File: config.mk
export PLATFORM = sky130hd
export DESIGN_NAME = pipe_ctrl
export DESIGN_NICKNAME = d
export VERILOG_FILES = /design/src/rtl/pipe_ctrl.sv
export SDC_FILE = /design/constraint.sdc
export NUM_CORES = 1
export LEC_CHECK = 0
export BUFFER_PORTS_ARGS = -buffer_cell sky130_fd_sc_hd__clkbuf_2
export CAP_MARGIN = 20
export CORE_AREA = 2 2 78 80
export DETAILED_ROUTE_END_ITERATION = 10
export DIE_AREA = 0 0 80 82
export MAX_ROUTING_LAYER = met4
export PLACE_DENSITY = 0.77
export REMOVE_ABC_BUFFERS = 1
export SLEW_MARGIN = 20
export SYNTH_ARGS = -nofsm -noshare
export SYNTH_HDL_FRONTEND = slang
export SYNTH_SLANG_ARGS = --single-unit
export TNS_END_PERCENT = 50
File: constraint.sdc
create_clock -name clk -period 1.91 [get_ports clk]
set_clock_uncertainty 0.15 [all_clocks]
set_input_delay 0.0955 -clock clk [delete_from_list [all_inputs] [get_ports clk]]
set_output_delay 0.0955 -clock clk [all_outputs]
set_load 0.05 [all_outputs]
File: src/rtl/pipe_ctrl.sv
// pipe_ctrl: hazard / flush / forwarding / drain-to-halt control for the
// in-order core. Tracks destination metadata of every in-flight instruction
// from E (entry 0) to W (entry STAGES-1).
// Build option: define PIPE_CTRL_FWD_EN to enable execute-stage operand
// forwarding; without it the core stalls on every in-flight producer.
module pipe_ctrl #(
    parameter int STAGES   = 3,
    parameter int BR_STAGE = 1,
    parameter int REG_SIZE = 5,
    parameter int CNT_W    = 32
) (
    input  logic                         clk,
    input  logic                         reset,
    input  logic                         validD,
    input  logic [REG_SIZE-1:0]          rs1D,
    input  logic [REG_SIZE-1:0]          rs2D,
    input  logic                         use1D,
    input  logic                         use2D,
    input  logic [REG_SIZE-1:0]          rdD,
    input  logic                         regWriteD,
    input  logic                         mem2regD,
    input  logic                         finishD,
    input  logic                         redirect,
    output logic                         stallF,
    output logic                         stallD,
    output logic                         flushD,
    output logic [STAGES-1:0]            flushMask,
    output logic [$clog2(STAGES+1)-1:0]  fwd1E,
    output logic [$clog2(STAGES+1)-1:0]  fwd2E,
    output logic [CNT_W-1:0]             retired,
    output logic                         halt
);

    localparam int SEL_W = $clog2(STAGES + 1);
    // Entries younger than the resolving branch: indices 0 .. BR_STAGE-1
    localparam logic [STAGES-1:0] BR_MASK = STAGES'((64'd1 << BR_STAGE) - 64'd1);

    typedef enum logic [1:0] {
        RUN   = 2'd0,
        DRAIN = 2'd1,
        HALT  = 2'd2
    } stateT;

    stateT state, stateNext;

    // valid is control (reset); the rest is data qualified by valid (not reset)
    logic [STAGES-1:0]   entValid;
    logic [STAGES-1:0]   entRegWrite;
    logic [STAGES-1:0]   entFinish;
    logic [REG_SIZE-1:0] entRd [STAGES];
    logic                mem2regE;
`ifdef PIPE_CTRL_FWD_EN
    logic [REG_SIZE-1:0] rs1E;
    logic [REG_SIZE-1:0] rs2E;
    logic                use1E;
    logic                use2E;
`endif

    logic             loadE;
    logic             loadUse;
    logic             hazard;
    logic             finishSquash;
    logic [SEL_W-1:0] fwd1Sel;
    logic [SEL_W-1:0] fwd2Sel;

    // Non-zero destination that one of the decode-stage used sources reads
    function automatic logic readByD(input logic [REG_SIZE-1:0] rd,
                                     input logic                u1,
                                     input logic [REG_SIZE-1:0] s1,
                                     input logic                u2,
                                     input logic [REG_SIZE-1:0] s2);
        return (rd != '0) && ((u1 && (rd == s1)) || (u2 && (rd == s2)));
    endfunction

    // Entry that will write a non-zero register equal to src
    function automatic logic produces(input logic                v,
                                      input logic                rw,
                                      input logic [REG_SIZE-1:0] rd,
                                      input logic [REG_SIZE-1:0] src);
        return v && rw && (rd != '0) && (rd == src);
    endfunction

    // Hazard detection: a load in E always blocks; without forwarding any producer does
    always_comb begin
        loadUse = entValid[0] && mem2regE && readByD(entRd[0], use1D, rs1D, use2D, rs2D);
        hazard  = loadUse;
`ifndef PIPE_CTRL_FWD_EN
        for (int k = 0; k < STAGES; k++) begin
            if (entValid[k] && entRegWrite[k] &&
                readByD(entRd[k], use1D, rs1D, use2D, rs2D)) begin
                hazard = 1'b1;
            end
        end
`endif
    end

`ifdef PIPE_CTRL_FWD_EN
    // Forward select: scan oldest to youngest so the nearest producer overrides
    always_comb begin
        fwd1Sel = '0;
        fwd2Sel = '0;
        if (entValid[0]) begin
            for (int k = STAGES - 1; k >= 1; k--) begin
                if (use1E && produces(entValid[k], entRegWrite[k], entRd[k], rs1E)) begin
                    fwd1Sel = SEL_W'(k);
                end
                if (use2E && produces(entValid[k], entRegWrite[k], entRd[k], rs2E)) begin
                    fwd2Sel = SEL_W'(k);
                end
            end
        end
    end
`else
    assign fwd1Sel = '0;
    assign fwd2Sel = '0;
`endif

    // A redirect kills a younger finish that has not yet passed the branch
    assign finishSquash = redirect && (|(entValid & entFinish & BR_MASK));

    // Decode instruction enters E only while running and not held or squashed
    assign loadE = validD && !stallD && !flushD && (state == RUN);

    // Next-state logic of the finish drain machine
    always_comb begin
        stateNext = state;
        case (state)
            RUN: begin
                if (loadE && finishD) stateNext = DRAIN;
            end
            DRAIN: begin
                if (finishSquash)                                   stateNext = RUN;
                else if (entValid[STAGES-1] && entFinish[STAGES-1]) stateNext = HALT;
            end
            HALT:    stateNext = HALT;
            default: stateNext = RUN;
        endcase
    end

    // Stall / flush / forward outputs; redirect beats stall except when halted
    always_comb begin
        stallF    = 1'b0;
        stallD    = 1'b0;
        flushD    = 1'b0;
        flushMask = '0;
        fwd1E     = '0;
        fwd2E     = '0;
        if (reset) begin
            flushD    = redirect;
            flushMask = redirect ? BR_MASK : '0;
            fwd1E     = fwd1Sel;
            fwd2E     = fwd2Sel;
            if (state == HALT) begin
                stallF = 1'b1;
                stallD = 1'b1;
            end else if (!redirect) begin
                stallD = hazard;
                stallF = hazard || (state == DRAIN);
            end
        end
    end

    // State register and registered halt flag
    always_ff @(posedge clk) begin
        if (!reset) begin
            state <= RUN;
            halt  <= 1'b0;
        end else begin
            state <= stateNext;
            halt  <= (stateNext == HALT);
        end
    end

    // Valid chain: advances every cycle, entries behind the branch shift in bubbles
    always_ff @(posedge clk) begin
        if (!reset) begin
            entValid <= '0;
        end else begin
            entValid[0] <= loadE;
            for (int k = 1; k < STAGES; k++) begin
                entValid[k] <= (redirect && (k <= BR_STAGE)) ? 1'b0 : entValid[k-1];
            end
        end
    end

    // Metadata chain: free-running, only meaningful where the valid bit is set
    always_ff @(posedge clk) begin
        entRd[0]       <= rdD;
        entRegWrite[0] <= regWriteD;
        entFinish[0]   <= finishD;
        mem2regE       <= mem2regD;
`ifdef PIPE_CTRL_FWD_EN
        rs1E           <= rs1D;
        rs2E           <= rs2D;
        use1E          <= use1D;
        use2E          <= use2D;
`endif
        for (int k = 1; k < STAGES; k++) begin
            entRd[k]       <= entRd[k-1];
            entRegWrite[k] <= entRegWrite[k-1];
            entFinish[k]   <= entFinish[k-1];
        end
    end

    // Retired-instruction counter, wraps naturally
    always_ff @(posedge clk) begin
        if (!reset) begin
            retired <= '0;
        end else if (entValid[STAGES-1]) begin
            retired <= retired + 1'b1;
        end
    end

endmodule

==> impl_results.md <==
* CP Data Arrival Time at 1.94 ns
* Grt peak-use layer: met2
* Outcome: finished with violations
* I/O Pins at 67
* Final setup violation count at 2
* Vias in the first global route at 2244
* Failing checks: setup timing
* Seq cells post-synth at 60
* Total power at between 0.002 and 0.0025 W
* First-pass GRT wire length at 9900 µm
* Synth Cell Area at 2600 µm²
* Setup slack, reg-to-reg at 0.03 ns
* Critical setup path kind: reg2out
* Clock power share at 37.4%
* Area Overhead vs Synth at 32.7%
* Fin crit period at 2.19 ns
* Total gr overflow at 0
* Vias post-DR at 2305
* Routed wire length at 6160 µm
* RSZ-0062 raised after global routing: true
* WHS Endpoint: entFinish[2]$_DFF_P_
* Initial DRT Pass Iterations at 4
* Fillers at 508
* Crit path max fanout at 3
* Largest net degree at the start of global routing at 33
* Fmax at 457 MHz
* Int Power at 0.00185 W
* CP endpoint kind: primary output
* VDD IR-drop max at 0.611 mV
* Remaining antenna violation count at 0
* I/O Buffers at 60
* Pwr dens at 703 nW/µm²
* Hold Startpoint: entFinish[1]$_DFF_P_
* Most frequent cells in the layout: clkbuf_2 (58), dfxtp_1 (56), xnor2_1 (37)
* Leakage dissipation at 1.43 nW
* Rows at 28
* Multi-input gate area at 1360 µm²
* DR iter-0 viols at 64
* Part of the cycle the worst path needs at 115%
* Hold Crit Depth at 0
* H-tree Lvls at 3
* Final hold vios at 0
* Core area at 5750 µm²
* Post-synthesis sequential area ratio at 46.2%
* Layout cells sized above 1 at 30.9%
* Initial Util at 45.3%
* CTS tree: done
* Placer Congestion at 0.945
* Clock Path Buffers at 2
* Die X at 80 µm
* Hold slack at about 0.19 ns
* Final instance area at 3450 µm²
* Seq. cell area at 1210 µm²
* DIE AREA at 6560 µm²
* Switching portion of total power at approximately a quarter
* Max incr delay on CP at 0.38 ns
* Crit path required time at approximately 1.7 ns
* Met1 GRT Util at between 20 and 25%
* Root Buffer: clkbuf_8
* Reg2Reg Depth at 5
* R2R Path Start: retired[11]$_SDFFE_PN0P_
* Die span in y at 82 µm
* Post-synth cell types at 40
* Mapped Cells at 273
* HPWL Detailed at 4440 µm
* Wire length per cell at approximately 14 µm
* Setup TNS at -0.548 ns
* GR Layer Usage met3 at 3.52%
* Critical path's slowest cell: or3_4
* TritonCTS buffer count at 9
* Reg clk slew, reported paths at approximately 0.06 ns
* Comb power frac at 8.7%
* Reg power frac at 53.9%
* Max Cap Viol at 0
* Most common cell after layout, fill and taps aside: clkbuf_2
* R2r endpoint: retired[31]$_SDFFE_PN0P_
* Area of placed instances at 3130 µm²
* ANT cells at 0
* Clock sink count at 60
* Worst-path cell chain: or3_4 > o311a_1 > a22oi_2 > a41oi_2 > buf_8
* Slew Limit Fails at 0
* Met2 Usage GRT at 35.8%
* Final worst slack at -0.280 ns
* Antenna violations before repair at 0
* Min-Delay Path Class: reg2reg
* Nets at 399
* DRC violations left at 0
* Total GRT Usage at 20.2%
* Vias/cell at roughly 5.1
* Worst-Skew Late Latency at 0.33 ns
* Critical Path Source Type: flip-flop
* NetSw at 0.000571 W
* Syn avg cell area at 9.52 µm²
* Synth Warn # at 0
[repair_timing]
action | 4_1_cts | 5_1_grt
pin swaps | 2 | 2
hold buffers | 11 | 0
buffers inserted | 0 | 0
endpoints found under the hold margin | 14 | 0
endpoints found under the setup margin | 2 | 5
gates resized for setup | 9 | 7
[flip-flops by register name, summed over array words and instances, names as in the netlist]
register / flops
entFinish: 3
entRd: 15
entRegWrite: 3
entValid: 3
halt: 1
mem2regE: 1
retired: 32
state: 2
[metal layers]
| metal | vias up | part of all wire, % |
|---|---|---|
| li1 | 1138 | - |
| met5 | - | 0 |
| met3 | 11 | 4.0 |
| met4 | 0 | 1.7 |
| met1 | 1092 | 43 |
| met2 | 64 | 52 |
[cells by family (layout without fill, tap and decap cells)]
family,count (synthesis),count (layout),synth area share (%)
AO/OA/AOI/OAI,26,26,6.26
XOR/XNOR,55,55,18.5
adder cells (fa/ha/maj),1,1,0.481
buffers and inverters,16,113,3.66
flip-flops,60,60,46.2
multiplexers,1,1,0.385
other,1,6,0.144
AND/OR/NAND/NOR,113,113,24.4
[per-stage QoR]
stage	utilization [%]	setup slack (ns)	cells
global route	60.1	-0.336	450
CTS	59.7	-0.238	450
global placement	54.5	0.0480	427
floorplan	-	-0.439	265
detailed placement	54.5	0.00333	427
finish	60.1	-0.280	450
[layout make-up]
cell class                      count  share of cell area [%]
Clock buffer                       12                    4.21
Tap cell                           75                    2.72
Sequential cell                    60                    35.0
Inverter                            3                   0.326
Multi-Input combinational cell    202                    39.5
Timing Repair Buffer               98                    18.3
[power groups by stage]
stage               sequential, W  combinational, W  clock [W]
global route              0.00131          0.000230   0.000979
floorplan                 0.00133          0.000119          0
global placement          0.00133          0.000184          0
CTS                       0.00131          0.000212   0.000922
detailed placement        0.00133          0.000189          0
finish                    0.00131          0.000212   0.000907
[Yosys cell counts, drive strengths merged]
cell type   n  share of area, %
a31oi       2              0.48
a41oi       1              0.34
a21oi       8               1.5
dfxtp      60                46
or3         5               1.2
nor3        5               1.4
and2        8               1.9
buf         9               2.6
o311a       1              0.39
nand2b      3              0.72
inv         3              0.43
or4         2              0.58
and3        5               1.2
nand4      24               6.3
clkbuf      4              0.58
o211ai      1              0.29
o22ai       3              0.72
ha          1              0.48
mux2i       1              0.39
xor2       18               6.1
conb        1              0.14
xnor2      37                12
nand3       6               1.8
a22oi       1              0.29
o2111ai     1              0.34
a31o        1              0.34
o21ai       5              0.96
o31ai       2              0.58
and4        5               1.8
nor2       29               4.3
nor3b       1              0.29
nand2      20               2.9
[critical path, delay by kind of cell, from the launching register on]
family | cells | cell delay [ns]
AO/OA/AOI/OAI | 3 | 0.73
AND/OR/NAND/NOR | 1 | 0.38
buffers and inverters | 1 | 0.19
flip-flops | 1 | 0.32
[how the worst max path moves through the flow]
stage	startpoint	endpoint	slack, ns	cells after the start
global placement	entRd[0][5]$_DFF_P_	stallF	0.05	5
finish	entRd[0][5]$_DFF_P_	stallF	-0.28	5
CTS	entRd[0][5]$_DFF_P_	stallF	-0.24	5
floorplan	retired[0]$_SDFFE_PN0P_	retired[28]$_SDFFE_PN0P_	-0.44	6
detailed placement	entRd[0][5]$_DFF_P_	stallF	0.003	5
global route	entRd[0][5]$_DFF_P_	stallF	-0.34	5
No activity file was read; power rests on OpenSTA's default activity.
